### config.mk
export PLATFORM = sky130hd
export DESIGN_NAME = pipeline_ctrl
export DESIGN_NICKNAME = d
export VERILOG_FILES = /design/src/rtl/pipeline_ctrl.sv
export SDC_FILE = /design/constraint.sdc
export NUM_CORES = 1
export LEC_CHECK = 0
export ABC_CLOCK_PERIOD_IN_PS = 3400
export CORE_ASPECT_RATIO = 1.4
export CORE_MARGIN = 5
export CORE_UTILIZATION = 46
export DETAILED_ROUTE_END_ITERATION = 12
export PLACE_DENSITY = 0.88
export SYNTH_ARGS = -nofsm -noshare
export SYNTH_HDL_FRONTEND = slang
export SYNTH_SLANG_ARGS = --single-unit
### constraint.sdc
create_clock -name clk_i -period 3.4 [get_ports clk_i]
set_input_delay 0.68 -clock clk_i [delete_from_list [all_inputs] [get_ports clk_i]]
set_output_delay 0.68 -clock clk_i [all_outputs]
set_load 0.005 [all_outputs]
### src/rtl/pipeline_ctrl.sv
// Hazard and memory-stall control for a five-stage RISC-V pipeline.
// Generates stall/flush/enable, ALU forwarding and a saturating stall counter.
module pipeline_ctrl #(
  parameter int REGISTER_ADDRESS_WIDTH = 5,
  parameter int CNT_WIDTH              = 16,
  parameter int TIMEOUT                = 255
) (
  input  logic                              clk_i,
  input  logic                              rst_ni,
  input  logic [REGISTER_ADDRESS_WIDTH-1:0] Rs1D_i,
  input  logic [REGISTER_ADDRESS_WIDTH-1:0] Rs2D_i,
  input  logic [REGISTER_ADDRESS_WIDTH-1:0] Rs1E_i,
  input  logic [REGISTER_ADDRESS_WIDTH-1:0] Rs2E_i,
  input  logic [REGISTER_ADDRESS_WIDTH-1:0] RdE_i,
  input  logic [1:0]                        ResultSrcE_i,
  input  logic                              PCSrcE_i,
  input  logic [REGISTER_ADDRESS_WIDTH-1:0] RdM_i,
  input  logic [REGISTER_ADDRESS_WIDTH-1:0] RdW_i,
  input  logic                              RegWriteM_i,
  input  logic                              RegWriteW_i,
  input  logic                              MemReqM_i,
  input  logic                              MemReadyM_i,
  output logic                              StallF_o,
  output logic                              StallD_o,
  output logic                              FlushD_o,
  output logic                              FlushE_o,
  output logic                              FlushW_o,
  output logic                              EnE_o,
  output logic                              EnM_o,
  output logic [1:0]                        ForwardAE_o,
  output logic [1:0]                        ForwardBE_o,
  output logic [CNT_WIDTH-1:0]              StallCount_o,
  output logic                              Busy_o,
  output logic                              Error_o
);

  localparam int WW = (TIMEOUT < 1) ? 1 : $clog2(TIMEOUT + 1);
  localparam logic [WW-1:0] TO = WW'(TIMEOUT);

  typedef enum logic [1:0] {
    RUN      = 2'd0,
    MEM_WAIT = 2'd1,
    ERROR    = 2'd2
  } state_e;

  state_e              state_q;
  logic [WW-1:0]       wait_q;
  logic [CNT_WIDTH-1:0] cnt_q;

  logic mem_stall;
  logic lw_stall;

  assign mem_stall = (state_q == RUN && MemReqM_i && !MemReadyM_i)
                   | (state_q == MEM_WAIT && !MemReadyM_i)
                   | (state_q == ERROR);

  assign lw_stall = (ResultSrcE_i == 2'b01) && (RdE_i != '0)
                 && ((RdE_i == Rs1D_i) || (RdE_i == Rs2D_i));

  always_ff @(posedge clk_i or negedge rst_ni) begin
    if (!rst_ni) begin
      state_q <= RUN;
      wait_q  <= '0;
    end else begin
      unique case (state_q)
        RUN: begin
          if (MemReqM_i && !MemReadyM_i) begin
            state_q <= MEM_WAIT;
            wait_q  <= '0;
          end
        end
        MEM_WAIT: begin
          if (MemReadyM_i) begin
            state_q <= RUN;
          end else if (wait_q == TO) begin
            state_q <= ERROR;
          end else begin
            wait_q <= wait_q + 1'b1;
          end
        end
        ERROR: state_q <= ERROR;
        default: state_q <= RUN;
      endcase
    end
  end

  // Saturating: holds at all-ones instead of wrapping.
  always_ff @(posedge clk_i or negedge rst_ni) begin
    if (!rst_ni) begin
      cnt_q <= '0;
    end else if ((mem_stall || lw_stall) && cnt_q != '1) begin
      cnt_q <= cnt_q + 1'b1;
    end
  end

  // A memory freeze wins over any flush request.
  always_comb begin
    if (mem_stall) begin
      StallF_o = 1'b1;
      StallD_o = 1'b1;
      EnE_o    = 1'b0;
      EnM_o    = 1'b0;
      FlushW_o = 1'b1;
      FlushD_o = 1'b0;
      FlushE_o = 1'b0;
    end else begin
      StallF_o = lw_stall;
      StallD_o = lw_stall;
      EnE_o    = 1'b1;
      EnM_o    = 1'b1;
      FlushW_o = 1'b0;
      FlushD_o = PCSrcE_i;
      FlushE_o = lw_stall | PCSrcE_i;
    end
  end

  logic hit_ma, hit_wa, hit_mb, hit_wb;

  assign hit_ma = RegWriteM_i && RdM_i != '0 && RdM_i == Rs1E_i;
  assign hit_wa = RegWriteW_i && RdW_i != '0 && RdW_i == Rs1E_i;
  assign hit_mb = RegWriteM_i && RdM_i != '0 && RdM_i == Rs2E_i;
  assign hit_wb = RegWriteW_i && RdW_i != '0 && RdW_i == Rs2E_i;

  always_comb begin
    ForwardAE_o = 2'b00;
    priority case (1'b1)
      hit_ma:  ForwardAE_o = 2'b10;
      hit_wa:  ForwardAE_o = 2'b01;
      default: ForwardAE_o = 2'b00;
    endcase
  end

  always_comb begin
    ForwardBE_o = 2'b00;
    priority case (1'b1)
      hit_mb:  ForwardBE_o = 2'b10;
      hit_wb:  ForwardBE_o = 2'b01;
      default: ForwardBE_o = 2'b00;
    endcase
  end

  assign StallCount_o = cnt_q;
  assign Busy_o       = (state_q == MEM_WAIT);
  assign Error_o      = (state_q == ERROR);

endmodule
==> results.cfg <==
[status]
status = completed

[timing]
post-route-min-period_ps = 3360
hold_ws_ps = 493
fmax_mhz = 298
slew_headroom_pct = 70.6
rsz0062_at_grt = false
drv_slew = 0
fin_crit_sh_pct = 98.7
layout_setup_ws_ps = 44.2
setup_viol = 0
clock_skew_ps = 3.47
fin_setup_tns_ps = 0
worst_pin_slew_ps = 436
hold_viol = 0

[logic_synthesis]
seq_area_frac_synth_pct = 37.1
synthSimpleGateAreaFrac_pct = 25.2
async_flop_share_pct = 100
syn-num-nets = 238
syn_avg_cell_area_um2 = 9.14
synth_edf_count = 0
yosys.cell_count.top_type = xor2_1
synth.ff_latch_count = 26
synth_largest_area_cell = dfrtp_1
synth_warnings = 0
synth_area_leaders = dfrtp_1 (37%), xor2_1 (13%), xnor2_1 (5.5%)
synth_top_family_by_area = simple AND/OR/NAND/NOR gates
synth-main-ff-cell = dfrtp_1
synthXorXnorAreaFrac_pct = 19.0
synth_mux_area_share_pct = 1.50
ys_types = 39
syn_area_mm2 = 0.00175
synthAdderAreaFrac_pct = 1.43
yosys.area.top_type_share_pct = 37.1
synth_cells = 192
synth_compound_area_share_pct = 12.1
synth_common_cells = xor2_1 (27), dfrtp_1 (26), nor2_1 (16), o21ai_0 (16), nand2_1 (12)

[finish]
area_growth_pct = 50.1
antenna_cells = 0
final_util_pct = 71.6
drive_above_1_share_pct = 10.6
final_nets = 321
fillers = 283

[hold_path]
min_from = wait_q[7]
whs_path_depth = 1
hp-class = flip-flop to flip-flop
hold_end = wait_q[7]

[pwr]
p_int_uw = 675
ir_drop_uv = 392
switching_share_pct = 30.4
switching_power_uw = 294
clkPwrFrac_pct = 20.3
p_seq_share_pct = 43.2
leakage_uw = 0.00110
finalPower_uw = 969
comb_power_share_pct = 36.4
p_per_area_mw_per_mm2 = 368

[clocking]
clock_latency_ps = 270
postCtsSetupBuffers = 0
clk_pin_slew_ps = 90
clockBufferDepth = 2
numCtsBuffers = 3
h-tree-depth = 1
cts_root_buf = clkbuf_8
cts_tree = yes
clock-sinks = 26

[die]
std_cell_rows = 26
fp.dieW_um = 62.2
core-area_mm2 = 0.00368
fp.dieArea_mm2 = 0.00517
start_util_pct = 47.7
die_y_um = 83.1
io_pins = 73

[critical_path]
r2r_slack_ps = 1380
r2r_end = StallCount_o[1]
cp_common_cell = clkdlybuf4s50_1
end_kind = primary output
cpMaxStageDelayCell = clkdlybuf4s50_1
arrival_ps = 2680
cpPeakStageDelay_ps = 510
cp_max_fo = 3
reg2reg_depth = 5
cp.required_ps = 2720
startpoint_type = input port
worstSetupPathType = input port to primary output
worstPathCellList = clkdlybuf4s50_1 > xnor2_1 > nand3_1 > nor4_1 > buf_4 > clkdlybuf4s50_1
r2r_start = StallCount_o[7]

[global_route]
grt-ovfl-total = 0
grt_max_degree = 27
grt_pass1_vias = 1708
grt_pass1_wl_um = 7910
antenna_found_initial = 0
grt_use_total_pct = 18.2

[route]
drc = 0
viasPerCell = 5.40
drt_iter0_drc = 86
num_vias = 1707
post_drt_wl_per_cell_um = 15.3
dr.pass1.iters = 5
postRouteAntennaNets = 0
wl_um = 4820

[placement]
dp_hpwl_um = 3950
finalWeightedCongestion = 0.836
portBuffers = 72
dp_slack_ps = -157

[flow_run]
maxCapViolCount = 0
per-layer routing:
metal	routed length (um)	vias up	track usage [%]	share of wire, %
met2	2600	60	34.0	54
met3	342	12	5.14	7.1
met1	1790	783	19.8	37
met4	88	0	3.94	1.8
li1	-	852	-	-
met5	0	-	0	0
placed cells by master (no fill, tap or decap), types with 4 or more instances in the layout:
cell type,count
clkdlybuf4s50_1,70
xor2_1,27
dfrtp_1,26
nor2_1,16
o21ai_0,15
nand2_1,12
buf_4,12
xnor2_1,11
nand3_1,9
and3_1,7
a31oi_1,6
or4_1,5
inv_1,5
a21oi_1,5
nor4_1,4
nand2b_1,4
nand4_1,4
clkbuf_8,4
kinds of logic (layout without fill, tap and decap cells):
group | after synthesis | after routing
AOI/OAI and AO/OA | 36 | 36
buffers and inverters | 11 | 93
adders and majority gates | 2 | 2
muxes | 2 | 2
xor gates and xnor gates | 38 | 38
and+or+nand+nor | 77 | 77
DFF | 26 | 26
power by group through the flow:
stage               clock [uW]  combinational [uW]  sequential [uW]
CTS                        201                 356              417
detailed placement           0                 354              423
global placement             0                 338              421
finish                     197                 353              419
global route               219                 387              428
floorplan                    0                 146              417
metrics by stage:
| step | std cells | cell area, um^2 |
|---|---|---|
| floorplan | 192 | 1750 |
| global placement | 312 | 2570 |
| detailed placement | 312 | 2570 |
| CTS | 316 | 2630 |
| global route | 316 | 2630 |
| finish | 316 | 2630 |
sequential cells by signal (all words and copies together), names as in the netlist:
name,flops
state_q,2
StallCount_o,16
wait_q,8
cell type report:
| class | count | area, um^2 | share of cell area, % |
|---|---|---|---|
| inverter | 5 | 18.8 | 0.713 |
| multi-input combinational | 155 | 1050 | 39.8 |
| sequential | 26 | 651 | 24.7 |
| clock buffer | 4 | 55.1 | 2.09 |
| tap | 42 | 52.6 | 2.00 |
| timing repair buffer | 84 | 808 | 30.7 |
worst max-delay path: cells and delay by family:
family / cells / cell delay (ps)
buf+inv: 3 / 1210
xor+xnor: 1 / 260
simple gates: 2 / 530
what timing repair did:
action | 4_1_cts | 5_1_grt
endpoints found under the setup margin | 2 | 1
gates resized for setup | 3 | 2
hold buffers | 0 | 0
worst max-delay path by stage:
stage,end,depth (start not counted),from
6_report,ForwardBE_o[1],6,RdM_i[0]
5_1_grt,ForwardBE_o[1],6,RdM_i[0]
4_1_cts,ForwardBE_o[1],6,RdM_i[0]
3_5_place_dp,ForwardAE_o[0],6,RdM_i[1]
3_3_place_gp,ForwardBE_o[0],6,RdM_i[1]
2_1_floorplan,StallF_o,5,RdE_i[1]
No activity file was read; power rests on OpenSTA's default activity.
